`src/rtl/fx_arb_if.sv`:
```
`default_nettype none
// fx_arb_if: request/grant bundle between fx_arb (master) and its four requesters (slave). Rev 1.0
interface fx_arb_if;
  logic [3:0] fx_req;
  logic [3:0] fx_done;
  logic [3:0] fx_gnt;
  logic [1:0] fx_owner;
  logic       fx_busy;
  logic       fx_tout;
  logic [7:0] fx_tout_cnt;

  modport master (
    input  fx_req, fx_done,
    output fx_gnt, fx_owner, fx_busy, fx_tout, fx_tout_cnt
  );

  modport slave (
    output fx_req, fx_done,
    input  fx_gnt, fx_owner, fx_busy, fx_tout, fx_tout_cnt
  );
endinterface
`default_nettype wire

```
`src/rtl/fx_arb.sv`:
```
`default_nettype none
// fx_arb: 4-way round-robin bus arbiter with turnaround gap; grant timeout present when
// FX_ARB_TOUT_EN is defined. Rev 1.0
module fx_arb #(
  parameter int GAP_CYC  = 2,
  parameter int TOUT_MAX = 1023
) (
  input  logic     clk_sys,
  input  logic     rst,
  fx_arb_if.master bus
);
  typedef enum logic [1:0] {
    S_IDLE  = 2'd0,
    S_GRANT = 2'd1,
    S_GAP   = 2'd2
  } state_t;

  state_t     state;
  logic [3:0] gnt;
  logic [1:0] owner;
  logic [1:0] last_owner;
  logic       busy;
  logic [3:0] gap_cnt;

  logic [1:0] pick;
  logic [1:0] rr_idx;
  logic       pick_vld;
  logic       gap_last;
  logic       start;
  logic       rel;
  logic       tmo;

  if (GAP_CYC < 1 || GAP_CYC > 15 || TOUT_MAX < 1 || TOUT_MAX > 65535) begin : g_param_check
    $error("fx_arb: GAP_CYC or TOUT_MAX out of range");
  end

  // Descending scan so the requester nearest to last_owner+1 is written last and wins.
  always_comb begin
    pick     = last_owner;
    pick_vld = 1'b0;
    rr_idx   = last_owner;
    for (int k = 3; k >= 0; k--) begin
      rr_idx = last_owner + 2'(k + 1);
      if (bus.fx_req[rr_idx]) begin
        pick     = rr_idx;
        pick_vld = 1'b1;
      end
    end
  end

  assign gap_last = (state == S_GAP) && (gap_cnt == 4'(GAP_CYC - 1));
  // The last gap cycle doubles as the arbitration cycle, so held requests see
  // exactly GAP_CYC idle bus cycles between grants.
  assign start    = pick_vld && ((state == S_IDLE) || gap_last);
  assign rel      = (state == S_GRANT) && (bus.fx_done[owner] || !bus.fx_req[owner]);

  always_ff @(posedge clk_sys) begin
    if (rst) begin
      state      <= S_IDLE;
      gnt        <= 4'b0000;
      owner      <= 2'd3;
      last_owner <= 2'd3;
      busy       <= 1'b0;
      gap_cnt    <= 4'd0;
    end else if (start) begin
      state      <= S_GRANT;
      gnt        <= 4'b0001 << pick;
      owner      <= pick;
      last_owner <= pick;
      busy       <= 1'b1;
    end else begin
      case (state)
        S_IDLE: begin
          busy <= 1'b0;
        end
        S_GRANT: begin
          if (rel || tmo) begin
            state   <= S_GAP;
            gnt     <= 4'b0000;
            gap_cnt <= 4'd0;
          end
        end
        S_GAP: begin
          gap_cnt <= gap_cnt + 4'd1;
          if (gap_last) begin
            state <= S_IDLE;
            busy  <= 1'b0;
          end
        end
        default: begin
          state <= S_IDLE;
          gnt   <= 4'b0000;
          busy  <= 1'b0;
        end
      endcase
    end
  end

`ifdef FX_ARB_TOUT_EN
  logic [15:0] grant_cnt;
  logic        tout;
  logic [7:0]  tout_cnt;

  assign tmo = (state == S_GRANT) && (grant_cnt == 16'(TOUT_MAX - 1));

  // A release by done/req in the same cycle wins over the timeout.
  always_ff @(posedge clk_sys) begin
    if (rst) begin
      grant_cnt <= 16'd0;
      tout      <= 1'b0;
      tout_cnt  <= 8'd0;
    end else begin
      tout <= 1'b0;
      if (start) begin
        grant_cnt <= 16'd0;
      end else if (state == S_GRANT) begin
        grant_cnt <= grant_cnt + 16'd1;
      end
      if (tmo && !rel) begin
        tout <= 1'b1;
        if (tout_cnt != 8'hFF) begin
          tout_cnt <= tout_cnt + 8'd1;
        end
      end
    end
  end

  assign bus.fx_tout     = tout;
  assign bus.fx_tout_cnt = tout_cnt;
`else
  assign tmo             = 1'b0;
  assign bus.fx_tout     = 1'b0;
  assign bus.fx_tout_cnt = 8'd0;
`endif

  assign bus.fx_gnt   = gnt;
  assign bus.fx_owner = owner;
  assign bus.fx_busy  = busy;
endmodule
`default_nettype wire

```
`src/flat_wrapper.sv`:
```
// flat-port wrapper written by rule: the top's interface ports become plain ports
module fx_arb_flat 
#(
  parameter int GAP_CYC  = 2,
  parameter int TOUT_MAX = 1023
)
  (clk_sys, rst, bus_fx_req, bus_fx_done, bus_fx_gnt, bus_fx_owner, bus_fx_busy, bus_fx_tout, bus_fx_tout_cnt);
  fx_arb_if bus_i ();
  input  logic clk_sys;
  input  logic rst;
  input wire logic [$bits(bus_i.fx_req)-1:0] bus_fx_req;
  input wire logic [$bits(bus_i.fx_done)-1:0] bus_fx_done;
  output wire logic [$bits(bus_i.fx_gnt)-1:0] bus_fx_gnt;
  output wire logic [$bits(bus_i.fx_owner)-1:0] bus_fx_owner;
  output wire logic [$bits(bus_i.fx_busy)-1:0] bus_fx_busy;
  output wire logic [$bits(bus_i.fx_tout)-1:0] bus_fx_tout;
  output wire logic [$bits(bus_i.fx_tout_cnt)-1:0] bus_fx_tout_cnt;
  assign bus_i.fx_req = bus_fx_req;
  assign bus_i.fx_done = bus_fx_done;
  assign bus_fx_gnt = bus_i.fx_gnt;
  assign bus_fx_owner = bus_i.fx_owner;
  assign bus_fx_busy = bus_i.fx_busy;
  assign bus_fx_tout = bus_i.fx_tout;
  assign bus_fx_tout_cnt = bus_i.fx_tout_cnt;
  fx_arb #(.GAP_CYC(GAP_CYC), .TOUT_MAX(TOUT_MAX)) u_core (.clk_sys(clk_sys), .rst(rst), .bus(bus_i));
endmodule
```
`config.mk`:
```
export PLATFORM = sky130hd
export DESIGN_NAME = fx_arb_flat
export DESIGN_NICKNAME = d
export VERILOG_FILES = /design/src/rtl/fx_arb_if.sv /design/src/rtl/fx_arb.sv /design/src/flat_wrapper.sv
export SDC_FILE = /design/constraint.sdc
export NUM_CORES = 1
export LEC_CHECK = 0
export ABC_AREA = 1
export CAP_MARGIN = 20
export CORE_MARGIN = 5
export CORE_UTILIZATION = 44
export CTS_CLUSTER_SIZE = 8
export DETAILED_ROUTE_END_ITERATION = 8
export PLACE_DENSITY = 0.79
export SLEW_MARGIN = 20
export SYNTH_ARGS = -nofsm -noshare
export SYNTH_HDL_FRONTEND = slang
export SYNTH_SLANG_ARGS = --single-unit
```
`constraint.sdc`:
```
create_clock -name clk_sys -period 2.1 [get_ports clk_sys]
set_clock_uncertainty 0.1 [all_clocks]
set_input_delay 0.525 -clock clk_sys [delete_from_list [all_inputs] [get_ports clk_sys]]
set_output_delay 0.525 -clock clk_sys [all_outputs]
set_load 0.02 [all_outputs]
```
* Word level (Yosys, flattened, before mapping)
Index checks and enable logic that the tools add are counted.
** Word-level totals
- Output and inout port bits :: 16
- Flip-flop bits (word level) :: 13
- Bits of input ports :: 10
- Word-level logic and storage cells :: 70
** Cells by class
- Add/sub/neg operators :: 4
- Muxes and demuxes :: 28
- Shift operators :: 1
- Bitwise logic cells :: 2
- Reduce and logical (&&, ||, !) cells :: 15
- Eq/ne operators :: 10
- Magnitude comparators :: 4
** Operators by type and width (count)
- $pmux W4 S2 :: 2
- $lt A2 B3 Y1 const B :: 4
- $mux W1 :: 12
- $bmux W1 S2 :: 5
- $mux W2 :: 5
- $ne A2 B1 Y1 const B :: 5
- $reduce_and A3 Y1 :: 3
- $mux W4 :: 2
- $ne A3 B1 Y1 const B :: 2
- $pmux W2 S3 :: 1
- $add A2 B2 Y2 const B :: 2
- $add A4 B1 Y4 const B :: 1
- $eq A4 B1 Y1 const B :: 1
- $reduce_and A2 Y1 :: 2
- $reduce_or A2 Y1 :: 2
- $shl A1 B2 Y4 const A :: 1
- $logic_and A1 B1 Y1 :: 3
- $add A2 B1 Y2 const B :: 1
- $eq A2 B1 Y1 const B :: 1
- $eq A2 B2 Y1 const B :: 1
- $logic_not A2 Y1 :: 1
- $logic_or A1 B1 Y1 :: 2
- $not A1 Y1 :: 2
- $pmux W1 S2 :: 1
- other kinds (2) :: 2

* Depth between registers and ports, before layout
- Word-level depth :: 9
- Mapped depth :: 14
- Mapped depth without buffers :: 13

* Worst setup path before layout
OpenSTA, ideal clock, no wires.
- Kind :: reg-to-reg
- Start :: reg u_core.owner[0] (netlist: u_core.bus.fx_owner[0])
- End :: reg u_core.gnt[2] (netlist: u_core.bus.fx_gnt[2])
- Data required time :: 1872 ps
- Stages on the path, launching flop included :: 13
- Arrival :: 1421 ps
- Path buffers :: 1
- Slack :: 451 ps
- Path through :: dfxtp_1 buf_6 inv_6 nand2_4 nand2_2 nor2_4 nand3_4 nor2_1 nor2_4 nand2_1 nor2_1 nor2_1 nor2_1
** On the way
- Word-level cells in the longest chain between the ends :: 9
** RTL lines
- start, declared :: RTL line fx_arb.sv:20 : logic [1:0] owner;
- start signal, assigned :: RTL line fx_arb.sv:68 : owner <= pick;
- $add A2 B2 Y2 or $bmux W1 S2 (tied branches)
- $bmux W1 S2 or $mux W1 (tied branches)
- $mux W1 (4 in series)
- $logic_and A1 B1 Y1
- $ne A3 B1 Y1 (no source line) or $ne A2 B1 Y1 (tied branches)
- $reduce_and A2 Y1 (no source line)
- end signal, assigned :: RTL line fx_arb.sv:67 : gnt <= 4'b0001 << pick;
- end, declared :: RTL line fx_arb.sv:19 : logic [3:0] gnt;
Several ways; a longest one is shown, not always the timed one. The select of a mux whose other input is x is not followed.
A chain may end at the register's enable or synchronous reset.

* Final worst setup path
- Start :: reg u_core.owner[1] (netlist: u_core.bus.fx_owner[1])
- End :: out bus_fx_owner[1]
** RTL lines
- end, declared :: RTL line flat_wrapper.sv:14 : output wire logic [$bits(bus_i.fx_owner)-1:0] bus_fx_owner;
No word-level cell between the ends.

==> impl_metrics.json <==
{
  "outcome": "finished, final reports clean",
  "critPathArrivalTime_ns": 1.38,
  "cts.sinks": 13,
  "fin_crit_sh_pct": 95.3,
  "slowest_stage": "clkdlybuf4s50_1",
  "cts_buffers": 3,
  "combPwrFrac_pct": 66.6,
  "yosysSeqAreaShare_pct": 24.2,
  "grt_pass1_vias": 918,
  "grt_pass1_wl_um": 3640,
  "post_dp_cell_area_sq_um": 1240,
  "grt.total_usage_pct": 13.1,
  "setup_viol": 0,
  "area_growth_pct": 18.4,
  "cp_cell_sequence": "clkdlybuf4s50_1",
  "via_count": 1013,
  "crit_type": "flop to primary output",
  "wl_per_cell_um": 9.96,
  "crit_family": "buffers and inverters",
  "leakage_uw": 0.000613,
  "hp-class": "flop to flop",
  "cp.required_ns": 1.47,
  "antenna_found_initial": 0,
  "ir_worst_vdd_uv": 724,
  "drtPass1Iterations": 4,
  "critPathMaxStageDelay_ns": 0.65,
  "drc_errors": 0,
  "dieArea_sq_um": 3540,
  "yosysWarningCount": 0,
  "vias_per_cell": 4.69,
  "diodes": 0,
  "die_w_um": 59.5,
  "clk_path_buf_depth": 2,
  "hold_violations": 0,
  "dieHeight_um": 59.5,
  "synth_area_sq_um": 1080,
  "critPathMaxFanout": 6,
  "fillers": 256,
  "postRouteAntennaNets": 0,
  "dp_hpwl_um": 1730,
  "avgSynthCellArea_sq_um": 6.49,
  "drv_cap": 0,
  "root_buffer": "clkbuf_4",
  "switching_share_pct": 50.7,
  "cts_tree": "built",
  "setup_ws_ns": 0.0987,
  "io_buffers": 16,
  "routed_wirelength_um": 2150,
  "grt_start_max_net_pins": 12,
  "htree_levels": 1,
  "synth_cell_type_count": 27,
  "pwr-share-clk_pct": 9.1,
  "drt-initial-drc-count": 41,
  "cp-end-kind": "primary output",
  "insertion_delay_ns": 0.27,
  "clkTransAtPathRegs_ns": 0.08,
  "layout.nets": 202,
  "p_int_uw": 832,
  "fmax_ghz": 0.500,
  "core_area_sq_um": 2410,
  "worst-path-buf-inv": 1,
  "timing.final.max_slew_violations": 0,
  "powerDensity_nw_per_um2": 1320,
  "rsz0062_at_grt": "no",
  "io_pins": 26,
  "cts_hold_buf": 0,
  "finalCriticalPeriod_ns": 2.00,
  "grt_overflow": 0,
  "start_util_pct": 44.7,
  "synth-seq-cells": 13,
  "finalWeightedCongestion": 0.860,
  "row_count": 18,
  "power.share.sequential_pct": 24.3,
  "synth_cells": 166,
  "startpoint_type": "flop",
  "place_ws_ns": -0.0901,
  "drive_gt1_share_pct": 14.5,
  "final_cell_area_sq_um": 1270,
  "p_switching_uw": 854
}
[worst reg2reg max path: cells and delay by family, from the launching register on]
family / cells / cell delay [ns]
AOI/OAI and AO/OA: 3 / 0.50
DFF: 1 / 0.36
buffers and inverters: 3 / 0.34
adders and majority gates: 1 / 0.21
and+or+nand+nor: 1 / 0.13
[registers in the layout, indices dropped and copies added, names as in the netlist]
signal and flops:
u_core.bus.fx_busy 1, u_core.bus.fx_gnt 4, u_core.bus.fx_owner 2, u_core.gap_cnt 4, u_core.state 2
[logic make-up (layout without fill, tap and decap cells)]
group                    after synthesis  after routing  synth area share [%]
other                                  1              9                 0.348
XOR/XNOR                               2              2                  1.63
AND/OR/NAND/NOR                       92             92                  41.0
AO/OA/AOI/OAI                         21             21                  11.6
flip-flops                            13             13                  24.2
adder cells (fa/ha/maj)                5              5                  5.81
buffers and inverters                 32             44                  15.4
[routing by layer]
layer  vias to the layer above  track usage [%]  routed length [um]
met4                         0             5.50                  34
met1                       450             14.9                 932
li1                        540                -                   -
met3                         6             1.53                  76
met5                         -                0                   0
met2                        17             24.0                1110
[area by class of cell]
class	count	area, sq um	area share [%]
flip-flops and latches	13	264	20.7
repair buffers	19	183	14.3
multi-input cells	129	681	53.4
inverters	21	83.8	6.58
clock buffers	4	26.3	2.06
well taps	30	37.5	2.94
[power groups by stage]
stage | sequential [uW] | combinational, uW | clock (uW)
3_3_place_gp | 409 | 1110 | 0
6_report | 409 | 1120 | 153
4_1_cts | 407 | 1130 | 159
2_1_floorplan | 448 | 811 | 0
5_1_grt | 424 | 1260 | 171
3_5_place_dp | 411 | 1130 | 0
[metrics by stage]
| step | util (%) | hold WS (ns) | total power [uW] | TNS, ns | cells |
|---|---|---|---|---|---|
| global placement | 51.7 | 0.375 | 1520 | -0.171 | 212 |
| floorplan | - | 0.358 | 1260 | 0 | 174 |
| global route | 52.9 | 0.416 | 1860 | 0 | 216 |
| CTS | 52.8 | 0.391 | 1700 | 0 | 216 |
| detailed placement | 51.7 | 0.380 | 1540 | -0.452 | 212 |
| finish | 52.9 | 0.389 | 1690 | 0 | 216 |
[synth_stat cells]
library cell | count | share of area, %
nand3_1 | 14 | 6.5
a31oi_1 | 1 | 0.58
a21oi_1 | 9 | 4.2
ha_1 | 5 | 5.8
o21ai_1 | 3 | 1.4
nor2_2 | 1 | 0.58
inv_6 | 1 | 0.81
xor2_1 | 1 | 0.81
conb_1 | 1 | 0.35
nand2_1 | 41 | 14
inv_1 | 18 | 6.3
o21ai_0 | 5 | 2.3
o211ai_1 | 1 | 0.70
buf_6 | 1 | 1.0
nor2_4 | 2 | 2.1
inv_2 | 2 | 0.70
dfxtp_1 | 13 | 24
xnor2_1 | 1 | 0.81
buf_4 | 9 | 6.3
nand2_2 | 9 | 5.2
o21bai_4 | 1 | 1.7
nor2_1 | 20 | 7.0
and3_1 | 1 | 0.58
nand3_4 | 1 | 1.6
clkbuf_1 | 1 | 0.35
o21a_1 | 1 | 0.70
nand2_4 | 3 | 3.1
[repair_timing]
item / CTS / global route
cloned: 0 / 0
buffers inserted: 0 / 0
gates resized for setup: 1 / 1
endpoints found under the setup margin: 1 / 2
[worst paths after layout]
path,startpoint,cells past startpoint,endpoint,slack (ns)
worst max-delay path,u_core.bus.fx_owner[1]$_SDFFE_PP1P_,1,bus_fx_owner[1],0.1
worst min-delay path,u_core.bus.fx_gnt[3]$_SDFFE_PP0P_,2,u_core.bus.fx_gnt[3]$_SDFFE_PP0P_,0.39
worst max register to register,u_core.state[0]$_SDFFE_PP0P_,8,u_core.gap_cnt[2]$_SDFFE_PP0P_,0.39
worst min register to register,u_core.bus.fx_gnt[3]$_SDFFE_PP0P_,2,u_core.bus.fx_gnt[3]$_SDFFE_PP0P_,0.39
[placed cells by master, fill, tap and decap left out, types with 2 or more instances in the layout]
cell             Yosys  final
clkbuf_4             0      3
nand2_1             41     41
o21ai_1              3      3
buf_4                9      3
ha_1                 5      5
nor2_4               2      2
nand2_2              9      9
inv_2                2      2
nand2_4              3      3
nor2_1              20     20
dfxtp_1             13     12
conb_1               1      9
o21ai_0              5      5
clkdlybuf4s50_1      0     16
nand3_1             14     14
a21oi_1              9      9
inv_1               18     18
(Power assumes the default switching activity.)
